`config.mk`:
```
export PLATFORM = sky130hd
export DESIGN_NAME = dmem_arbiter
export DESIGN_NICKNAME = d
export VERILOG_FILES = /design/src/rtl/dmem_arbiter.sv
export SDC_FILE = /design/constraint.sdc
export NUM_CORES = 1
export LEC_CHECK = 0
export ABC_CLOCK_PERIOD_IN_PS = 2850
export CORE_ASPECT_RATIO = 1.2
export CORE_MARGIN = 2
export CORE_UTILIZATION = 40
export DETAILED_ROUTE_END_ITERATION = 16
export PLACE_DENSITY = 0.75
export SYNTH_ARGS = -nofsm -noshare
export SYNTH_HDL_FRONTEND = slang
export SYNTH_SLANG_ARGS = --single-unit
```
`constraint.sdc`:
```
create_clock -name clk -period 2.85 [get_ports clk]
set_input_delay 0.285 -clock clk [delete_from_list [all_inputs] [get_ports clk]]
set_output_delay 0.285 -clock clk [all_outputs]
set_load 0.1 [all_outputs]
```
`src/rtl/dmem_arbiter.sv`:
```
// dmem_arbiter: round-robin arbiter sharing one data-memory port among
// several dcache memory-side interfaces. One transaction (read fill or
// write-through store) is in flight at a time. It also keeps grant and
// contention statistics.
module dmem_arbiter #(
  parameter int NUM_CONSUMERS = 4,
  parameter int ADDR_BITS     = 8,
  parameter int DATA_BITS     = 8
) (
  input  logic                               clk,
  input  logic                               reset,
  input  logic [NUM_CONSUMERS-1:0]           consumer_read_valid,
  input  logic [NUM_CONSUMERS*ADDR_BITS-1:0] consumer_read_address,
  output logic [NUM_CONSUMERS-1:0]           consumer_read_ready,
  output logic [NUM_CONSUMERS*DATA_BITS-1:0] consumer_read_data,
  input  logic [NUM_CONSUMERS-1:0]           consumer_write_valid,
  input  logic [NUM_CONSUMERS*ADDR_BITS-1:0] consumer_write_address,
  input  logic [NUM_CONSUMERS*DATA_BITS-1:0] consumer_write_data,
  output logic [NUM_CONSUMERS-1:0]           consumer_write_ready,
  output logic                               mem_read_valid,
  output logic [ADDR_BITS-1:0]               mem_read_address,
  input  logic                               mem_read_ready,
  input  logic [DATA_BITS-1:0]               mem_read_data,
  output logic                               mem_write_valid,
  output logic [ADDR_BITS-1:0]               mem_write_address,
  output logic [DATA_BITS-1:0]               mem_write_data,
  input  logic                               mem_write_ready,
  output logic [31:0]                        grant_count,
  output logic [31:0]                        contention_cycles
);

  localparam int IDXW = (NUM_CONSUMERS > 1) ? $clog2(NUM_CONSUMERS) : 1;

  localparam logic [2:0] S_IDLE        = 3'd0;
  localparam logic [2:0] S_READ_ACCEPT = 3'd1;
  localparam logic [2:0] S_READ_WAIT   = 3'd2;
  localparam logic [2:0] S_WRITE_WAIT  = 3'd3;
  localparam logic [2:0] S_RELEASE     = 3'd4;

  // Per-consumer views of the flattened request buses
  logic [ADDR_BITS-1:0] rd_addr_s [NUM_CONSUMERS];
  logic [ADDR_BITS-1:0] wr_addr_s [NUM_CONSUMERS];
  logic [DATA_BITS-1:0] wr_data_s [NUM_CONSUMERS];

  logic [2:0]               state_q, state_d;
  logic [IDXW-1:0]          g_q, g_d;
  logic [IDXW-1:0]          rr_q, rr_d;
  logic [NUM_CONSUMERS-1:0] rd_ready_q, rd_ready_d;
  logic [NUM_CONSUMERS-1:0] wr_ready_q, wr_ready_d;
  logic [DATA_BITS-1:0]     rd_data_q [NUM_CONSUMERS];
  logic [DATA_BITS-1:0]     rd_data_d [NUM_CONSUMERS];
  logic                     mem_rv_q, mem_rv_d;
  logic [ADDR_BITS-1:0]     mem_ra_q, mem_ra_d;
  logic                     mem_wv_q, mem_wv_d;
  logic [ADDR_BITS-1:0]     mem_wa_q, mem_wa_d;
  logic [DATA_BITS-1:0]     mem_wd_q, mem_wd_d;
  logic [31:0]              grant_q, grant_d;
  logic [31:0]              cont_q, cont_d;

  logic [NUM_CONSUMERS-1:0] req_s;
  logic                     found_s;
  logic [IDXW-1:0]          win_s;
  logic [IDXW-1:0]          scan_idx_s;
  int                       scan_sum_s;
  logic [IDXW-1:0]          act_s;
  logic                     other_s;

  genvar gi;
  generate
    for (gi = 0; gi < NUM_CONSUMERS; gi++) begin : g_slices
      assign rd_addr_s[gi] = consumer_read_address[gi*ADDR_BITS +: ADDR_BITS];
      assign wr_addr_s[gi] = consumer_write_address[gi*ADDR_BITS +: ADDR_BITS];
      assign wr_data_s[gi] = consumer_write_data[gi*DATA_BITS +: DATA_BITS];
      assign consumer_read_data[gi*DATA_BITS +: DATA_BITS] = rd_data_q[gi];
    end
  endgenerate

  assign req_s = consumer_read_valid | consumer_write_valid;

  // Round-robin scan: first requester at or after rr wins
  always_comb begin
    found_s    = 1'b0;
    win_s      = {IDXW{1'b0}};
    scan_idx_s = {IDXW{1'b0}};
    scan_sum_s = 0;
    for (int i = 0; i < NUM_CONSUMERS; i++) begin
      scan_sum_s = int'(rr_q) + i;
      if (scan_sum_s >= NUM_CONSUMERS) begin
        scan_sum_s = scan_sum_s - NUM_CONSUMERS;
      end else begin
        scan_sum_s = scan_sum_s;
      end
      scan_idx_s = IDXW'(scan_sum_s);
      if (!found_s && req_s[scan_idx_s]) begin
        found_s = 1'b1;
        win_s   = scan_idx_s;
      end else begin
        found_s = found_s;
      end
    end
  end

  // Contention: someone other than the consumer being served is requesting
  always_comb begin
    act_s   = (state_q == S_IDLE) ? win_s : g_q;
    other_s = 1'b0;
    for (int i = 0; i < NUM_CONSUMERS; i++) begin
      if (req_s[i] && (IDXW'(i) != act_s)) begin
        other_s = 1'b1;
      end else begin
        other_s = other_s;
      end
    end
  end

  // Transaction sequencing and next-state computation
  always_comb begin
    state_d    = state_q;
    g_d        = g_q;
    rr_d       = rr_q;
    rd_ready_d = rd_ready_q;
    wr_ready_d = wr_ready_q;
    rd_data_d  = rd_data_q;
    mem_rv_d   = mem_rv_q;
    mem_ra_d   = mem_ra_q;
    mem_wv_d   = mem_wv_q;
    mem_wa_d   = mem_wa_q;
    mem_wd_d   = mem_wd_q;
    grant_d    = grant_q;
    cont_d     = other_s ? (cont_q + 32'd1) : cont_q;
    case (state_q)
      S_IDLE: begin
        if (found_s) begin
          g_d = win_s;
          // Within one consumer a pending store goes before a fill
          if (consumer_write_valid[win_s]) begin
            mem_wa_d = wr_addr_s[win_s];
            mem_wd_d = wr_data_s[win_s];
            mem_wv_d = 1'b1;
            state_d  = S_WRITE_WAIT;
          end else begin
            mem_ra_d          = rd_addr_s[win_s];
            rd_ready_d[win_s] = 1'b1;
            state_d           = S_READ_ACCEPT;
          end
        end else begin
          state_d = S_IDLE;
        end
      end
      S_READ_ACCEPT: begin
        rd_ready_d[g_q] = 1'b0;
        mem_rv_d        = 1'b1;
        state_d         = S_READ_WAIT;
      end
      S_READ_WAIT: begin
        if (mem_read_ready) begin
          rd_data_d[g_q]  = mem_read_data;
          rd_ready_d[g_q] = 1'b1;
          mem_rv_d        = 1'b0;
          state_d         = S_RELEASE;
        end else begin
          state_d = S_READ_WAIT;
        end
      end
      S_WRITE_WAIT: begin
        if (mem_write_ready) begin
          mem_wv_d        = 1'b0;
          wr_ready_d[g_q] = 1'b1;
          state_d         = S_RELEASE;
        end else begin
          state_d = S_WRITE_WAIT;
        end
      end
      S_RELEASE: begin
        rd_ready_d = {NUM_CONSUMERS{1'b0}};
        wr_ready_d = {NUM_CONSUMERS{1'b0}};
        grant_d    = grant_q + 32'd1;
        if (g_q == IDXW'(NUM_CONSUMERS - 1)) begin
          rr_d = {IDXW{1'b0}};
        end else begin
          rr_d = g_q + IDXW'(1);
        end
        state_d = S_IDLE;
      end
      default: begin
        rd_ready_d = {NUM_CONSUMERS{1'b0}};
        wr_ready_d = {NUM_CONSUMERS{1'b0}};
        mem_rv_d   = 1'b0;
        mem_wv_d   = 1'b0;
        state_d    = S_IDLE;
      end
    endcase
  end

  // State registers; reset aborts any transaction in flight
  always_ff @(posedge clk) begin
    if (reset) begin
      state_q    <= S_IDLE;
      g_q        <= {IDXW{1'b0}};
      rr_q       <= {IDXW{1'b0}};
      rd_ready_q <= {NUM_CONSUMERS{1'b0}};
      wr_ready_q <= {NUM_CONSUMERS{1'b0}};
      for (int i = 0; i < NUM_CONSUMERS; i++) begin
        rd_data_q[i] <= {DATA_BITS{1'b0}};
      end
      mem_rv_q   <= 1'b0;
      mem_ra_q   <= {ADDR_BITS{1'b0}};
      mem_wv_q   <= 1'b0;
      mem_wa_q   <= {ADDR_BITS{1'b0}};
      mem_wd_q   <= {DATA_BITS{1'b0}};
      grant_q    <= 32'd0;
      cont_q     <= 32'd0;
    end else begin
      state_q    <= state_d;
      g_q        <= g_d;
      rr_q       <= rr_d;
      rd_ready_q <= rd_ready_d;
      wr_ready_q <= wr_ready_d;
      rd_data_q  <= rd_data_d;
      mem_rv_q   <= mem_rv_d;
      mem_ra_q   <= mem_ra_d;
      mem_wv_q   <= mem_wv_d;
      mem_wa_q   <= mem_wa_d;
      mem_wd_q   <= mem_wd_d;
      grant_q    <= grant_d;
      cont_q     <= cont_d;
    end
  end

  assign consumer_read_ready  = rd_ready_q;
  assign consumer_write_ready = wr_ready_q;
  assign mem_read_valid       = mem_rv_q;
  assign mem_read_address     = mem_ra_q;
  assign mem_write_valid      = mem_wv_q;
  assign mem_write_address    = mem_wa_q;
  assign mem_write_data       = mem_wd_q;
  assign grant_count          = grant_q;
  assign contention_cycles    = cont_q;

endmodule

```
==> metrics.yaml, run 1 <==
global_routing:
  grt_start_max_net_pins: 73
  grt_first_pass_wirelength_um: 32400
  grt_pass1_vias: 6503
  grt_antenna_before_repair: 0
  globalRoute.totalOverflow: 0
  grt_use_total: 0.228
clock_network:
  cts_tree: "done"
  cts_max_path_buffers: 2
  clk-insertion-delay-late_ns: 0.42
  clk_pin_slew_worst_setup_hold_paths_ns: 0.07
  cts_resized: 0
  clkSinkCount: 137
  cts_inserted_buffers: 17
  post-cts-setup-buffer-count: 0
  clk_root_buffer_cell: "clkbuf_16"
  cts_max_level: 4
  ctsHoldBuffers: 0
yosys:
  complex_gate_fraction_of_the_synthesized_area: 0.173
  synth_enable_flop_cells: 0
  synth.area.mux_share: 0.0835
  postSynthCellCount: 802
  dominant_combinational_cell_family_by_area_after_synthesis: "simple AND/OR/NAND/NOR gates"
  synth.cell_area_mm2: 0.00664
  yosys_register_bits: 137
  postSynthAreaPerCell_um2: 8.28
  synth_async_sr_flop_share: 0
  synth_simple_gate_area_frac: 0.236
  synth.distinct_cells: 53
  postSynthNetCount: 924
  xor_and_xnor_area_share_after_synthesis: 0.0462
  ys_warn_count: 0
  synth_fa_ha_area_frac: 0.0113
  synth_flop_cell: "dfxtp_1"
  synth-seq-area-share: 0.413
setup_path:
  worst_setup_path_endpoint: "contention_cycles[29]"
  crit-reg2reg-launch: "contention_cycles[5]"
  r2r.worst_path.cells: 8
  critical_path_class: "reg -> reg"
  worst-endpoint-required_ns: 3.20
  critical_path_source_type: "flop"
  timing.reg2reg.setup_slack_ns: 0.40
  critPathArrivalTime_ns: 2.81
  critPathLaunch: "contention_cycles[5]"
  endpoint_kind: "flop"
  worst_r2r_endpoint: "contention_cycles[29]"
  critPathMaxFanout: 7
floorplan:
  initial_utilization: 0.408
  ios: 246
  placeableCoreArea_mm2: 0.0163
  fp.dieArea_mm2: 0.0177
  die_w_um: 122
  die_height_um: 145
  floorplan.rows: 51
sta:
  clock-skew-final_ns: 0.0108
  report.final.hold_viol_count: 0
  tightest_slew_ns: 0.670
  layout_worst_path_cycle_share: 0.861
  setup_violations: 0
  report.final.slew_viol_count: 0
  finalCriticalPeriod_ns: 2.45
  rsz0062_at_grt: "no"
  timing.fmax_mhz: 407
  maxSlewHeadroom: 0.553
layout:
  layout-drive-gt1-share: 0.208
  antenna_cells: 0
  final_core_utilization: 0.599
  fillcell_total: 1462
  layout-area-overhead-vs-synth_pct: 46.9
  nets: 1177
flow_run:
  drv_cap: 0
hold_path:
  hold_path_class: "in -> reg"
placed_design:
  io_buffers: 245
  dp.final_hpwl_um: 15100
  gp_congestion: 0.903
routing:
  detailedRoute.firstIterationViolations: 383
  drtPass1Iterations: 4
  wl_per_cell_um: 15.7
  detail_route.wirelength_um: 20200
  dr_total_vias: 6700
  drc: 0
  vias_per_cell: 5.23
  ant_nets: 0
status:
  status: "finished clean"
pwr:
  peakVddDrop_mv: 0.356
  leakage_power_of_the_design_nw: 3.71
  report.power.total_mw: 6.03
  power_density_mw_per_mm2: 619
[Yosys cell counts (7+ instances only)]
cell type | number | share of area
nor2_1 | 86 | 0.049
dfxtp_1 | 137 | 0.41
nand4_1 | 10 | 0.0094
and3_1 | 10 | 0.0094
inv_1 | 16 | 0.0090
xor2_1 | 20 | 0.026
nor2b_1 | 28 | 0.026
o211ai_1 | 7 | 0.0079
mux2i_1 | 52 | 0.078
nand3_1 | 55 | 0.041
clkbuf_1 | 34 | 0.019
or3_1 | 24 | 0.023
o21ai_0 | 26 | 0.020
xnor2_1 | 15 | 0.020
a21oi_1 | 94 | 0.071
a211oi_1 | 27 | 0.031
nand2_1 | 71 | 0.040
[final cells by class]
cell class,count,area (µm²),share of cell area
Timing Repair Buffer,279,2430,0.249
Clock inverter,15,165,0.0169
Sequential cell,137,2750,0.282
Clock buffer,17,425,0.0436
Inverter,17,63.8,0.00654
Tap cell,212,265,0.0272
Multi-Input combinational cell,603,3650,0.375
[registers in the layout, indices dropped and copies added (netlist names)]
| name | cells |
|---|---|
| mem_read_valid | 1 |
| mem_read_address | 8 |
| mem_write_data | 8 |
| mem_write_address | 8 |
| consumer_read_ready | 4 |
| rr_q | 2 |
| consumer_write_ready | 4 |
| mem_write_valid | 1 |
| g_q | 2 |
| consumer_read_data | 32 |
| grant_count | 32 |
| contention_cycles | 32 |
| state_q | 3 |
[cell usage in the layout (no fill, tap or decap), drive strengths merged, types with 4 or more instances in the layout]
master / n
nor2: 88
a211oi: 27
mux2i: 53
inv: 22
xor2: 20
nand4: 11
a31oi: 6
nor3: 8
nor2b: 28
o21a: 4
nand3: 55
clkinv: 5
and4: 5
nand2: 72
and2: 5
and3: 10
o2111ai: 6
clkdlybuf4s50: 114
ha: 6
a22oi: 4
buf: 165
o211ai: 7
clkbuf: 17
xnor2: 15
a21oi: 94
dfxtp: 137
or3: 24
o21ai: 32
[worst min path at each step]
stage	start	end	slack (ns)	cells past startpoint
5_1_grt	reset	contention_cycles[14]	0.25	2
4_1_cts	reset	contention_cycles[30]	0.23	2
3_3_place_gp	consumer_read_data[11]	consumer_read_data[11]	0.44	2
6_report	reset	contention_cycles[30]	0.24	2
2_1_floorplan	mem_read_data[0]	consumer_read_data[24]	0.43	2
3_5_place_dp	consumer_read_data[11]	consumer_read_data[11]	0.45	2
[worst max-delay path: stages, from the launching register on]
cell	delay [ns]
dfxtp_2	0.36
and4_1	0.30
nand4_2	0.18
nor4_2	0.40
and3_1	0.25
and2_1	0.17
nand2_2	0.10
or4_1	0.48
a21oi_1	0.14
[metal layers]
metal  global-route usage  vias to the layer above  routed length [µm]
met3               0.0767                       39                1770
met2                0.393                      238                9980
met1                0.255                     3068                7920
met5                    0                        -                   0
met4               0.0902                        0                 483
li1                     -                     3355                   -
[where the power goes]
group | total, mW | internal (mW) | switching, mW | leakage (nW)
Clock | 2.20 | 1.30 | 0.896 | 0.283
Sequential | 2.09 | 2.02 | 0.0709 | 1.11
Combinational | 1.74 | 0.558 | 1.18 | 2.32
[metrics by stage]
step / worst slack [ns] / hold WS, ns / setup TNS [ns] / cells / instance area (µm²)
global route: 0.176 / 0.249 / 0 / 1280 / 9750
CTS: 0.397 / 0.229 / 0 / 1280 / 9750
floorplan: 0.0134 / 0.433 / 0 / 802 / 6650
finish: 0.395 / 0.239 / 0 / 1280 / 9750
global placement: 0.121 / 0.443 / 0 / 1248 / 9160
detailed placement: -0.00815 / 0.447 / -0.00815 / 1248 / 9160
[kinds of logic (layout without fill, tap and decap cells)]
group | Yosys count | in the layout
adder cells (fa/ha/maj) | 6 | 6
buffers and inverters | 62 | 328
flip-flops | 137 | 137
AO/OA/AOI/OAI | 190 | 190
AND/OR/NAND/NOR | 318 | 318
multiplexers | 54 | 54
XOR/XNOR | 35 | 35
Note: power is estimated with default switching activity, not from simulation.
==> run 2: changes to the inputs <==
--- a/config.mk
+++ b/config.mk
@@ -6,11 +6,14 @@
 export NUM_CORES = 1
 export LEC_CHECK = 0
 export ABC_CLOCK_PERIOD_IN_PS = 2850
+export CELL_PAD_IN_SITES_DETAIL_PLACEMENT = 0
+export CELL_PAD_IN_SITES_GLOBAL_PLACEMENT = 1
 export CORE_ASPECT_RATIO = 1.2
 export CORE_MARGIN = 2
-export CORE_UTILIZATION = 40
+export CORE_UTILIZATION = 45
 export DETAILED_ROUTE_END_ITERATION = 16
-export PLACE_DENSITY = 0.75
+export DONT_BUFFER_PORTS = 1
+export PLACE_DENSITY = 0.81
 export SYNTH_ARGS = -nofsm -noshare
 export SYNTH_HDL_FRONTEND = slang
 export SYNTH_SLANG_ARGS = --single-unit
==> metrics.yaml, run 2 (synthesis results as in run 1) <==
clock_network:
  cts_max_path_buffers: 2
  cts_resized: 0
  clkSinkCount: 137
  post-cts-setup-buffer-count: 0
  cts_inserted_buffers: 17
  ctsHoldBuffers: 8
  clk_root_buffer_cell: "clkbuf_16"
  cts_tree: "done"
  clk_pin_slew_worst_setup_hold_paths_ns: 0.06
  cts_max_level: 4
  clk-insertion-delay-late_ns: 0.42
hold_path:
  hold_path_startpoint: "mem_read_data[5]"
  hold_path_class: "in -> reg"
pwr:
  swShare: 0.359
  peakVddDrop_mv: 0.399
  clockPowerShare: 0.382
  leakage_power_of_the_design_nw: 2.87
  share_of_power_burned_in_combinational_logic: 0.163
  power.sequential.fraction: 0.456
  internal-power_mw: 3.65
  power_density_mw_per_mm2: 711
  net-switching-power_mw: 2.04
sta:
  timing.fmax_mhz: 408
  layout_worst_path_cycle_share: 0.860
  finalCriticalPeriod_ns: 2.45
  fin_ws_ns: 0.399
  tightest_slew_ns: 1.02
  report.final.slew_viol_count: 0
  rsz0062_at_grt: "no"
  maxSlewHeadroom: 0.322
  report.final.hold_viol_count: 0
  finalSetupTns_ns: 0
  setup_violations: 0
  clock-skew-final_ns: 0.00670
global_routing:
  grtUsageMet1: 0.231
  grt_busiest_layer: "met2"
  grt_antenna_before_repair: 0
  globalRouteMet2Util: 0.415
  grt_use_total: 0.229
  grt_first_pass_wirelength_um: 28600
  globalRoute.totalOverflow: 0
  grt_start_max_net_pins: 127
  grt_pass1_vias: 5959
  grt.met3_usage: 0.0850
routing:
  drtPass1Iterations: 5
  wl_per_cell_um: 17.5
  vias_per_cell: 5.79
  detailedRoute.firstIterationViolations: 256
  dr_total_vias: 6119
  ant_nets: 0
  detail_route.wirelength_um: 18500
  drc: 0
floorplan:
  placeableCoreArea_mm2: 0.0144
  die_height_um: 137
  initial_utilization: 0.461
  fp.dieArea_mm2: 0.0158
  ios: 246
  floorplan.rows: 48
  die_w_um: 115
setup_path:
  critical_path_class: "reg -> reg"
  critPathMaxFanout: 10
  crit-reg2reg-launch: "rr_q[0]"
  critical_path_source_type: "flop"
  critPathArrivalTime_ns: 2.80
  critPathLaunch: "rr_q[0]"
  worst-endpoint-required_ns: 3.20
  endpoint_kind: "flop"
layout:
  final_core_utilization: 0.556
  nets: 991
  layout_commonest_cell: "dfxtp_1"
  layout-drive-gt1-share: 0.161
  layout-area-overhead-vs-synth_pct: 20.6
  antenna_cells: 0
  mostFrequentLayoutCells: "dfxtp_1, a21oi_1, nor2_1, buf_4, nand2_1"
flow_run:
  drv_cap: 0
placed_design:
  gp_congestion: 0.816
  io_buffers: 0
  pre_cts_slack_ns: 0.325
  dp.final_hpwl_um: 13500
status:
  status: "finished clean"
[run 2: cell count changes in the layout (fill, tap and decap cells not counted), sizes merged]
cell           delta
clkbuf            +2
inv               -2
clkdlybuf4s50   -114
clkinv            +1
clkinvlp          -1
dlygate4sd3       +7
buf              -79
[run 2: final cells by class]
| type | instances | area (µm²) |
|---|---|---|
| sequential | 137 | 2750 |
| inverter | 17 | 63.8 |
| fill | 1290 | 6400 |
| timing repair buffer | 93 | 736 |
| clock buffer | 19 | 443 |
| clock inverter | 13 | 143 |
| tap | 175 | 219 |
| multi-input combinational | 603 | 3650 |
[run 2: final timing paths]
| path | endpoint | slack, ns | cells past startpoint |
|---|---|---|---|
| worst max-delay path | contention_cycles[17] | 0.40 | 9 |
| worst min-delay path | consumer_read_data[29] | 0.01 | 2 |
| worst max register to register | contention_cycles[17] | 0.40 | 9 |
| worst min register to register | grant_count[30] | 0.53 | 2 |
[run 2: power by group through the flow]
| stage | registers, mW | logic (mW) | clock network, mW |
|---|---|---|---|
| after floorplan | 2.81 | 0.526 | 0 |
| after global placement | 2.63 | 0.865 | 0 |
| after detailed placement | 2.63 | 0.883 | 0 |
| after CTS | 2.59 | 0.929 | 2.22 |
| after global routing | 2.60 | 1.01 | 2.29 |
| final | 2.59 | 0.926 | 2.17 |
[run 2: critical path: stages, from the launching register on]
cell and delay (ns):
dfxtp_1 0.34, o21bai_1 0.20, o31ai_1 0.09, nand2_1 0.16, a41o_1 0.32, a21oi_1 0.25
o2111ai_2 0.27, buf_4 0.25, or3_1 0.34, a21oi_1 0.16
[run 2: per-layer routing]
metal	routed length, µm	up-vias
met5	0	-
met4	449	0
met3	1690	31
met2	9500	234
met1	6870	2868
li1	-	2986
[run 2: metrics by stage]
step / power (mW) / hold slack, ns / instances / cell area, µm²
after floorplan: 3.34 / 0.433 / 802 / 6650
after global placement: 3.49 / 0.359 / 1017 / 7330
after detailed placement: 3.52 / 0.361 / 1017 / 7330
after CTS: 5.74 / 0.000731 / 1057 / 8010
after global routing: 5.91 / 0.00713 / 1057 / 8010
final: 5.69 / 0.0124 / 1057 / 8010
